**config.mk**
```make
export PLATFORM = sky130hd
export DESIGN_NAME = spi_pwm_cfg_rx
export DESIGN_NICKNAME = d
export VERILOG_FILES = /design/src/rtl/spi_pwm_cfg_rx.sv
export SDC_FILE = /design/constraint.sdc
export NUM_CORES = 1
export LEC_CHECK = 0
export CORE_MARGIN = 10
export CORE_UTILIZATION = 26
export CTS_CLUSTER_DIAMETER = 150
export DETAILED_ROUTE_END_ITERATION = 10
export GPL_ROUTABILITY_DRIVEN = 0
export GPL_TIMING_DRIVEN = 0
export SETUP_SLACK_MARGIN = 0.5
export SLEW_MARGIN = 5
export SYNTH_ARGS = -nofsm -noshare
export SYNTH_HDL_FRONTEND = slang
export SYNTH_SLANG_ARGS = --single-unit
```
**constraint.sdc**
```tcl
create_clock -name CLK -period 3.7 [get_ports CLK]
set_input_delay 0.74 -clock CLK [delete_from_list [all_inputs] [get_ports CLK]]
set_output_delay 0.74 -clock CLK [all_outputs]
set_load 0.05 [all_outputs]
```
**src/rtl/spi_pwm_cfg_rx.sv**
```systemverilog
// SPI mode-0 target that decodes 32-bit {cmd, data} frames into the PWM compare value and enable.
// Optional feature macro SPI_READBACK_EN: shift status byte and compare value out on SPI_MISO.
module spi_pwm_cfg_rx #(
  parameter int CLOCK_FREQUENCY = 48_000_000,
  parameter int PWM_FREQUENCY   = 400,
  parameter int COMPARE_MAX     = CLOCK_FREQUENCY / PWM_FREQUENCY,
  parameter int COMPARE_W       = $clog2(COMPARE_MAX + 1)
) (
  input  logic                 CLK,
  input  logic                 RST,
  input  logic                 SPI_SCK,
  input  logic                 SPI_CS_N,
  input  logic                 SPI_MOSI,
  output logic                 SPI_MISO,
  output logic [COMPARE_W-1:0] compare_value,
  output logic                 pwm_enable,
  output logic                 compare_update,
  output logic                 clamped,
  output logic                 frame_err
);

  typedef enum logic [2:0] {IDLE, CMD, DATA, COMMIT, OVER, WAIT_CS} state_t;

  localparam logic [23:0] COMPARE_MAX_24 = 24'(COMPARE_MAX);

  state_t      state, next_state;
  logic [2:0]  sck_sync, cs_sync, mosi_sync;
  logic        sck_rise, cs_high, cs_fall, mosi_bit;
  logic [31:0] rx_shift;
  logic [5:0]  bit_cnt;
  logic        over_err_seen;
  logic        start_frame, abort_frame, over_bit, shifting;
  logic [7:0]  cmd;
  logic [23:0] data, cmp_src;
  logic        data_over;
  logic [COMPARE_W-1:0] cmp_new;

  // Bit 0/1 are the metastability stages, bit 2 is the history flop used for edge detection.
  // CS_N resets low so a reset taken mid-frame waits for a genuine CS_N high.
  always_ff @(posedge CLK or posedge RST) begin
    if (RST) begin
      sck_sync  <= '0;
      cs_sync   <= '0;
      mosi_sync <= '0;
    end else begin
      sck_sync  <= {sck_sync[1:0], SPI_SCK};
      cs_sync   <= {cs_sync[1:0], SPI_CS_N};
      mosi_sync <= {mosi_sync[1:0], SPI_MOSI};
    end
  end

  assign sck_rise = sck_sync[1] & ~sck_sync[2];
  assign cs_high  = cs_sync[1];
  assign cs_fall  = ~cs_sync[1] & cs_sync[2];
  assign mosi_bit = mosi_sync[2];

  always_ff @(posedge CLK or posedge RST) begin
    if (RST) state <= WAIT_CS;
    else     state <= next_state;
  end

  always_comb begin
    next_state  = state;
    start_frame = 1'b0;
    abort_frame = 1'b0;
    over_bit    = 1'b0;
    unique case (state)
      WAIT_CS: if (cs_high) next_state = IDLE;
      IDLE: begin
        if (cs_fall) begin
          next_state  = CMD;
          start_frame = 1'b1;
        end
      end
      CMD: begin
        if (cs_high) begin
          next_state  = IDLE;
          abort_frame = 1'b1;
        end else if (sck_rise && bit_cnt == 6'd7) begin
          next_state = DATA;
        end
      end
      DATA: begin
        if (cs_high) begin
          next_state  = IDLE;
          abort_frame = 1'b1;
        end else if (sck_rise && bit_cnt == 6'd31) begin
          next_state = COMMIT;
        end
      end
      COMMIT: next_state = OVER;
      OVER: begin
        if (cs_high) next_state = IDLE;
        else if (sck_rise && !over_err_seen) over_bit = 1'b1;
      end
      default: next_state = WAIT_CS;
    endcase
  end

  assign shifting = (state == CMD || state == DATA) && sck_rise && !cs_high;

  always_ff @(posedge CLK or posedge RST) begin
    if (RST) begin
      rx_shift      <= '0;
      bit_cnt       <= '0;
      over_err_seen <= 1'b0;
    end else begin
      if (start_frame) begin
        bit_cnt       <= '0;
        over_err_seen <= 1'b0;
      end else if (shifting) begin
        rx_shift <= {rx_shift[30:0], mosi_bit};
        bit_cnt  <= bit_cnt + 6'd1;
      end
      if (over_bit) over_err_seen <= 1'b1;
    end
  end

  // The clamp decision uses all 24 data bits so values above the output width saturate instead of wrapping.
  assign cmd       = rx_shift[31:24];
  assign data      = rx_shift[23:0];
  assign cmp_src   = (cmd == 8'h03) ? {1'b0, data[22:0]} : data;
  assign data_over = cmp_src > COMPARE_MAX_24;
  assign cmp_new   = data_over ? COMPARE_W'(COMPARE_MAX) : cmp_src[COMPARE_W-1:0];

  always_ff @(posedge CLK or posedge RST) begin
    if (RST) begin
      compare_value  <= '0;
      pwm_enable     <= 1'b0;
      compare_update <= 1'b0;
      clamped        <= 1'b0;
      frame_err      <= 1'b0;
    end else begin
      compare_update <= 1'b0;
      clamped        <= 1'b0;
      frame_err      <= abort_frame | over_bit;
      if (state == COMMIT) begin
        case (cmd)
          8'h01: begin
            compare_value  <= cmp_new;
            clamped        <= data_over;
            compare_update <= 1'b1;
          end
          8'h02: begin
            pwm_enable     <= data[0];
            compare_update <= 1'b1;
          end
          8'h03: begin
            compare_value  <= cmp_new;
            pwm_enable     <= data[23];
            clamped        <= data_over;
            compare_update <= 1'b1;
          end
          default: ;
        endcase
      end
    end
  end

`ifdef SPI_READBACK_EN
  logic [31:0] tx_shift;
  logic        sck_fall;

  assign sck_fall = ~sck_sync[1] & sck_sync[2];

  // The DATA reload carries a leading pad bit because the next SCK fall shifts it out before sampling.
  always_ff @(posedge CLK or posedge RST) begin
    if (RST) begin
      tx_shift <= '0;
    end else if (start_frame) begin
      tx_shift <= {6'b101001, pwm_enable, 1'b1, 24'h0};
    end else if (state == CMD && next_state == DATA) begin
      tx_shift <= {1'b0, 24'(compare_value), 7'h0};
    end else if (sck_fall && (state == CMD || state == DATA)) begin
      tx_shift <= {tx_shift[30:0], 1'b0};
    end
  end

  assign SPI_MISO = tx_shift[31] & ~SPI_CS_N & (state == CMD || state == DATA);
`else
  assign SPI_MISO = 1'b0;
`endif

endmodule

```
# Yosys cells after proc, flatten, opt, wreduce, memory -nomap -nowiden
# Cells that the tools add are included.
[word_totals]
regBits = 72
in_bits = 5
n_memories = 0
mem_bits_ro = 0
out_inout_bits = 22
latchBits = 0
ram_bits = 0
[op_classes]
shift = 0
add_sub_neg = 1
n_reduce_logical = 20
bitwise = 6
div = 0
muxes = 25
n_eq_ne = 14
n_lt_le_gt_ge = 1
mul = 0
[ops]
columns = ["op", "n"]
rows = [
  ["> comparator 24 x 17 -> 1 bit, second input constant", 1],
  ["two-way mux 24 bit", 1],
  ["two-way mux 3 bit", 6],
  ["two-way mux 17 bit", 1],
  ["== test 8 x 2 -> 1 bit, second input constant", 2],
  ["case mux 3 bit (5 select lines)", 1],
  ["two-way mux 1 bit", 13],
  ["two-way mux 6 bit", 2],
  ["== test 8 x 1 -> 1 bit, second input constant", 1],
  ["adder 6 x 1 -> 6 bit, second input constant", 1],
  ["== test 3 x 2 -> 1 bit, second input constant", 2],
  ["== test 3 bit, second input constant", 2],
  ["== test 6 x 3 -> 1 bit, second input constant", 1],
  ["== test 6 x 5 -> 1 bit, second input constant", 1],
  ["inequality test 3 bit, second input constant", 2],
  ["AND reduction 2 bit", 3],
  ["nonzero test 2 bit", 3],
  ["OR reduction 2 bit", 3],
  ["logical AND 1 bit", 5],
  ["AND reduction 4 bit", 1],
  ["== test 3 x 1 -> 1 bit, second input constant", 1],
  ["logical NOT 3 bit", 1],
  ["inverter 1 bit", 3],
  ["OR reduction 3 bit", 1],
  ["other kinds (7)", 9],
]

# Logic depth before layout (Yosys ltp)
[depth]
ltp_word = 7
mapped_depth = 7
depth_no_buf = 6

# Worst setup path after synthesis
# Ideal clock, no wire load.
[synth_path]
path_kind = "reg2reg"
start = "register state[0]"
end = "register rx_shift[20]"
arrival_time_ns = 1.734
stages_incl_launch_ff = 8
setup_time_ns = 0.117
n_path_buf = 3
slack_ns = 1.849
path_cell_list = "dfstp_2 > buf_2 > xnor2_1 > or4_1 > clkbuf_1 > clkbuf_1 > nand2_1 > nand2_1"
[synth_via]
elab_chain_cells = 5
[synth_rtl]
columns = ["item", "line_no", "source"]
rows = [
  ["start: declaration", "26", "state_t state, next_state;"],
  ["start signal: assignment", "59", "else state <= next_state;"],
  ["== test 3 x 1 -> 1 bit / == test 3 x 2 -> 1 bit (equally long branches)", "100", "assign shifting = (state == CMD || state == DATA) && sck_rise && !cs_high;"],
  ["logical OR 1 bit", "100", ""],
  ["logical AND 1 bit (2 in series)", "100", ""],
  ["AND reduction 2 bit (no source line) (*)", "-", ""],
  ["end signal: assignment", "112", "rx_shift <= {rx_shift[30:0], mosi_bit};"],
  ["end: declaration", "29", "logic [31:0] rx_shift;"],
]
# Every way passes the cells marked *; elsewhere a longest branch is shown, timed or not.
# A chain may end at the register's enable or synchronous reset.

# Final worst setup path
[layout_path]
start = "register state[0]"
end = "register compare_value[1]"
[layout_via]
elab_chain_cells = 2
[layout_rtl]
columns = ["item", "line_no", "source"]
rows = [
  ["== test 3 x 2 -> 1 bit", "137", "if (state == COMMIT) begin"],
  ["AND reduction 2 bit (no source line)", "-", ""],
  ["end signal: assignment", "140", "compare_value <= cmp_new;"],
  ["end signal: assignment", "149", "compare_value <= cmp_new;"],
  ["end: declaration", "15", "output logic [COMPARE_W-1:0] compare_value,"],
]
# No other way between the ends.

==> results_dict.tcl <==
set metrics [dict create \
    clockRootBuffer "clkbuf_16" \
    drive_above_1_share_pct 9.434 \
    fin_worst_skew_ns 0.003565 \
    grt_max_degree 43 \
    arrival_ns 2.53 \
    ys_seq_area_share_pct 58.93 \
    wl_per_cell_um 12.05 \
    cts_tree "done" \
    leakagePower_nw 1.769 \
    p_total_mw 2.046 \
    rsz0062_at_grt "no" \
    coreArea_um2 11470 \
    grt_pass1_wl_um 10840 \
    powerDensity_nw_per_um2 538.5 \
    synth_edf_count 0 \
    setup_viol 0 \
    dpl.cell_count 498 \
    grt_busiest_layer "met2" \
    timing.fmax_mhz 439.7 \
    grtUsageMet3_pct 1.930 \
    postCtsSetupRepairBufs 0 \
    synthesis.nets 335 \
    synth_top_area_share_pct 57.21 \
    pin_count 27 \
    holdBufCountCts 0 \
    syn_avg_cell_area_um2 9.306 \
    ir_worst_vdd_uv 230.1 \
    clockBufferDepth 2 \
    synthArstFlopShare_pct 100.0 \
    synth_top_area_cell "dfrtp_1" \
    die-area_um2 16520 \
    rrSetupSlack_ns 1.43 \
    synthFlopType "dfrtp_1" \
    diodes 0 \
    route.detailed.drc 0 \
    relSlewSlack_pct 46.24 \
    endpoint_kind "flop" \
    fin_crit_sh_pct 61.47 \
    critPathKind "flop to flop" \
    holdPathStages 0 \
    worstRegToRegCells 7 \
    finalMaxSlewViolations 0 \
    insertion_delay_ns 0.33 \
    overflow 0 \
    cp.required_ns 3.96 \
    syn-instance-count 329 \
    start_util_pct 26.70 \
    synth-warning-count 0 \
    h-tree-depth 3 \
    drt_iter0_drc 168 \
    hpwl_um 4448 \
    synth_cell_type_count 43 \
    clk_pin_slew_ns 0.05 \
    portBuffers 25 \
    syn_area_um2 3062 \
    synthToLayoutAreaGrowth_pct 24.11 \
    routed_wl_um 6194 \
    ys_ff_latch 72 \
    drv_cap 0 \
    cts_buffers 9 \
    viasPerCell 4.570 \
    r2r_end "compare_value[1]$_DFFE_PP0P_" \
    antenna_found_initial 0 \
    worst_pin_slew_ns 0.7997 \
    grt_pass1_vias 2329 \
    rows 39 \
    cp-start-kind "flop" \
    use_met2_pct 12.41 \
    fin_nets 372 \
    synth_commonest_cells "nand2_1, dfrtp_1, nor2_1" \
    synth.most_common_cell "nand2_1" \
    grtUsageTotal_pct 8.029 \
    crit-reg2reg-launch "state[0]$_DFFE_PP1P_" \
    drt-pass1-iter-count 4 \
    grt_util_met1_pct 9.516 \
    die_y_um 128.5 \
    antenna_left 0 \
    post_cts_resized 0 \
    num_vias 2349 \
    fin_cells 514 \
    fin_crit_ns 2.274 \
    cts.sinks 72 \
    min_to "mosi_sync[1]$_DFF_PP0_" \
    netlist_top_cells_area "dfrtp_1, nand2_1, nor2_1, o21ai_2, a21oi_1" \
    min_path_type "flop to flop" \
    die_w_um 128.5 \
    worstHoldStart "mosi_sync[0]$_DFF_PP0_" \
    hold_violations 0 \
    worstPathMaxFanout 10 \
    status "completed" \
    final.fill_count 1154 \
]
## cell type report
cell class	instances	area [µm²]	area share, %
well taps	143	178.9	4.709
multi-input cells	235	1162	30.59
clock inverters	2	12.51	0.3293
plain buffers	16	72.57	1.910
flip-flops and latches	72	1804	47.48
repair buffers	26	270.3	7.112
inverters	6	25.02	0.6585
clock buffers	14	274.0	7.211
## metrics by stage
step | setup TNS [ns] | util, % | area (µm²) | setup WS (ns) | hold slack (ns)
global route | 0 | 33.14 | 3800 | 1.213 | 0.3559
CTS | 0 | 33.14 | 3800 | 1.398 | 0.3495
detailed placement | 0 | 30.64 | 3513 | 1.414 | 0.3373
floorplan | 0 | - | 3062 | 1.138 | 0.3312
global placement | -3.724 | 30.44 | 3491 | -0.05705 | 0.3325
finish | 0 | 33.14 | 3800 | 1.426 | 0.3474
## worst max-delay path: stages, from the launching register on
cell	delay, ns
dfstp_2	0.51
buf_2	0.17
nor2b_1	0.29
nand4_1	0.17
nor2_1	0.38
clkbuf_1	0.41
nand2_1	0.14
o21ai_2	0.13
## where the power goes
part,total [mW],switching (mW),internal (mW)
Combinational,0.333,0.215,0.118
Sequential,0.906,0.0552,0.851
Clock,0.807,0.300,0.507
## per-layer routing
metal | up-vias | part of all wire [%]
met4 | 0 | 2.7
met2 | 31 | 47
met5 | - | 0
met1 | 1133 | 46
li1 | 1174 | -
met3 | 11 | 3.8
## cells by family (layout without fill, tap and decap cells)
family / Yosys count / count (layout) / share of synthesized area [%]
and+or+nand+nor: 187 / 187 / 27.22
DFF: 72 / 72 / 58.93
AOI/OAI and AO/OA: 41 / 41 / 8.705
buffers and inverters: 22 / 64 / 3.106
xor gates and xnor gates: 3 / 3 / 0.8584
muxes: 2 / 2 / 0.6539
adders and majority gates: 1 / 1 / 0.4086
other: 1 / 1 / 0.1225
## worst max-delay path by stage
stage | startpoint | endpoint | slack, ns | cells after the start
finish | state[0]$_DFFE_PP1P_ | compare_value[1]$_DFFE_PP0P_ | 1.43 | 7
global route | state[0]$_DFFE_PP1P_ | compare_value[4]$_DFFE_PP0P_ | 1.21 | 7
CTS | state[0]$_DFFE_PP1P_ | compare_value[1]$_DFFE_PP0P_ | 1.40 | 7
detailed placement | state[0]$_DFFE_PP1P_ | compare_value[1]$_DFFE_PP0P_ | 1.41 | 7
global placement | RST | compare_value[4]$_DFFE_PP0P_ | -0.06 | 2
floorplan | RST | bit_cnt[0]$_DFFE_PP0P_ | 1.14 | 1
## state kept, by name, indices dropped and copies added (netlist names)
signal	cells
sck_sync	3
compare_value	17
compare_update	1
mosi_sync	3
rx_shift	32
bit_cnt	6
state	3
clamped	1
frame_err	1
pwm_enable	1
over_err_seen	1
cs_sync	3
## cell usage in the layout (no fill, tap or decap), types with 2 or more instances in the layout
master / instances
xnor2_1: 2
clkbuf_1: 15
nand3_1: 7
o21ai_1: 8
nor2_1: 26
o21ai_2: 10
o21ai_0: 2
dfstp_2: 2
mux2i_1: 2
nor4_1: 5
nand4_1: 6
or3_1: 3
nor3_1: 6
a21oi_1: 12
a31oi_1: 3
clkdlybuf4s50_1: 25
and2_1: 2
clkbuf_8: 3
inv_1: 4
clkbuf_16: 9
dfrtp_1: 70
nor2b_1: 3
nand2_1: 118
or4_1: 2
(Power assumes the default switching activity.)
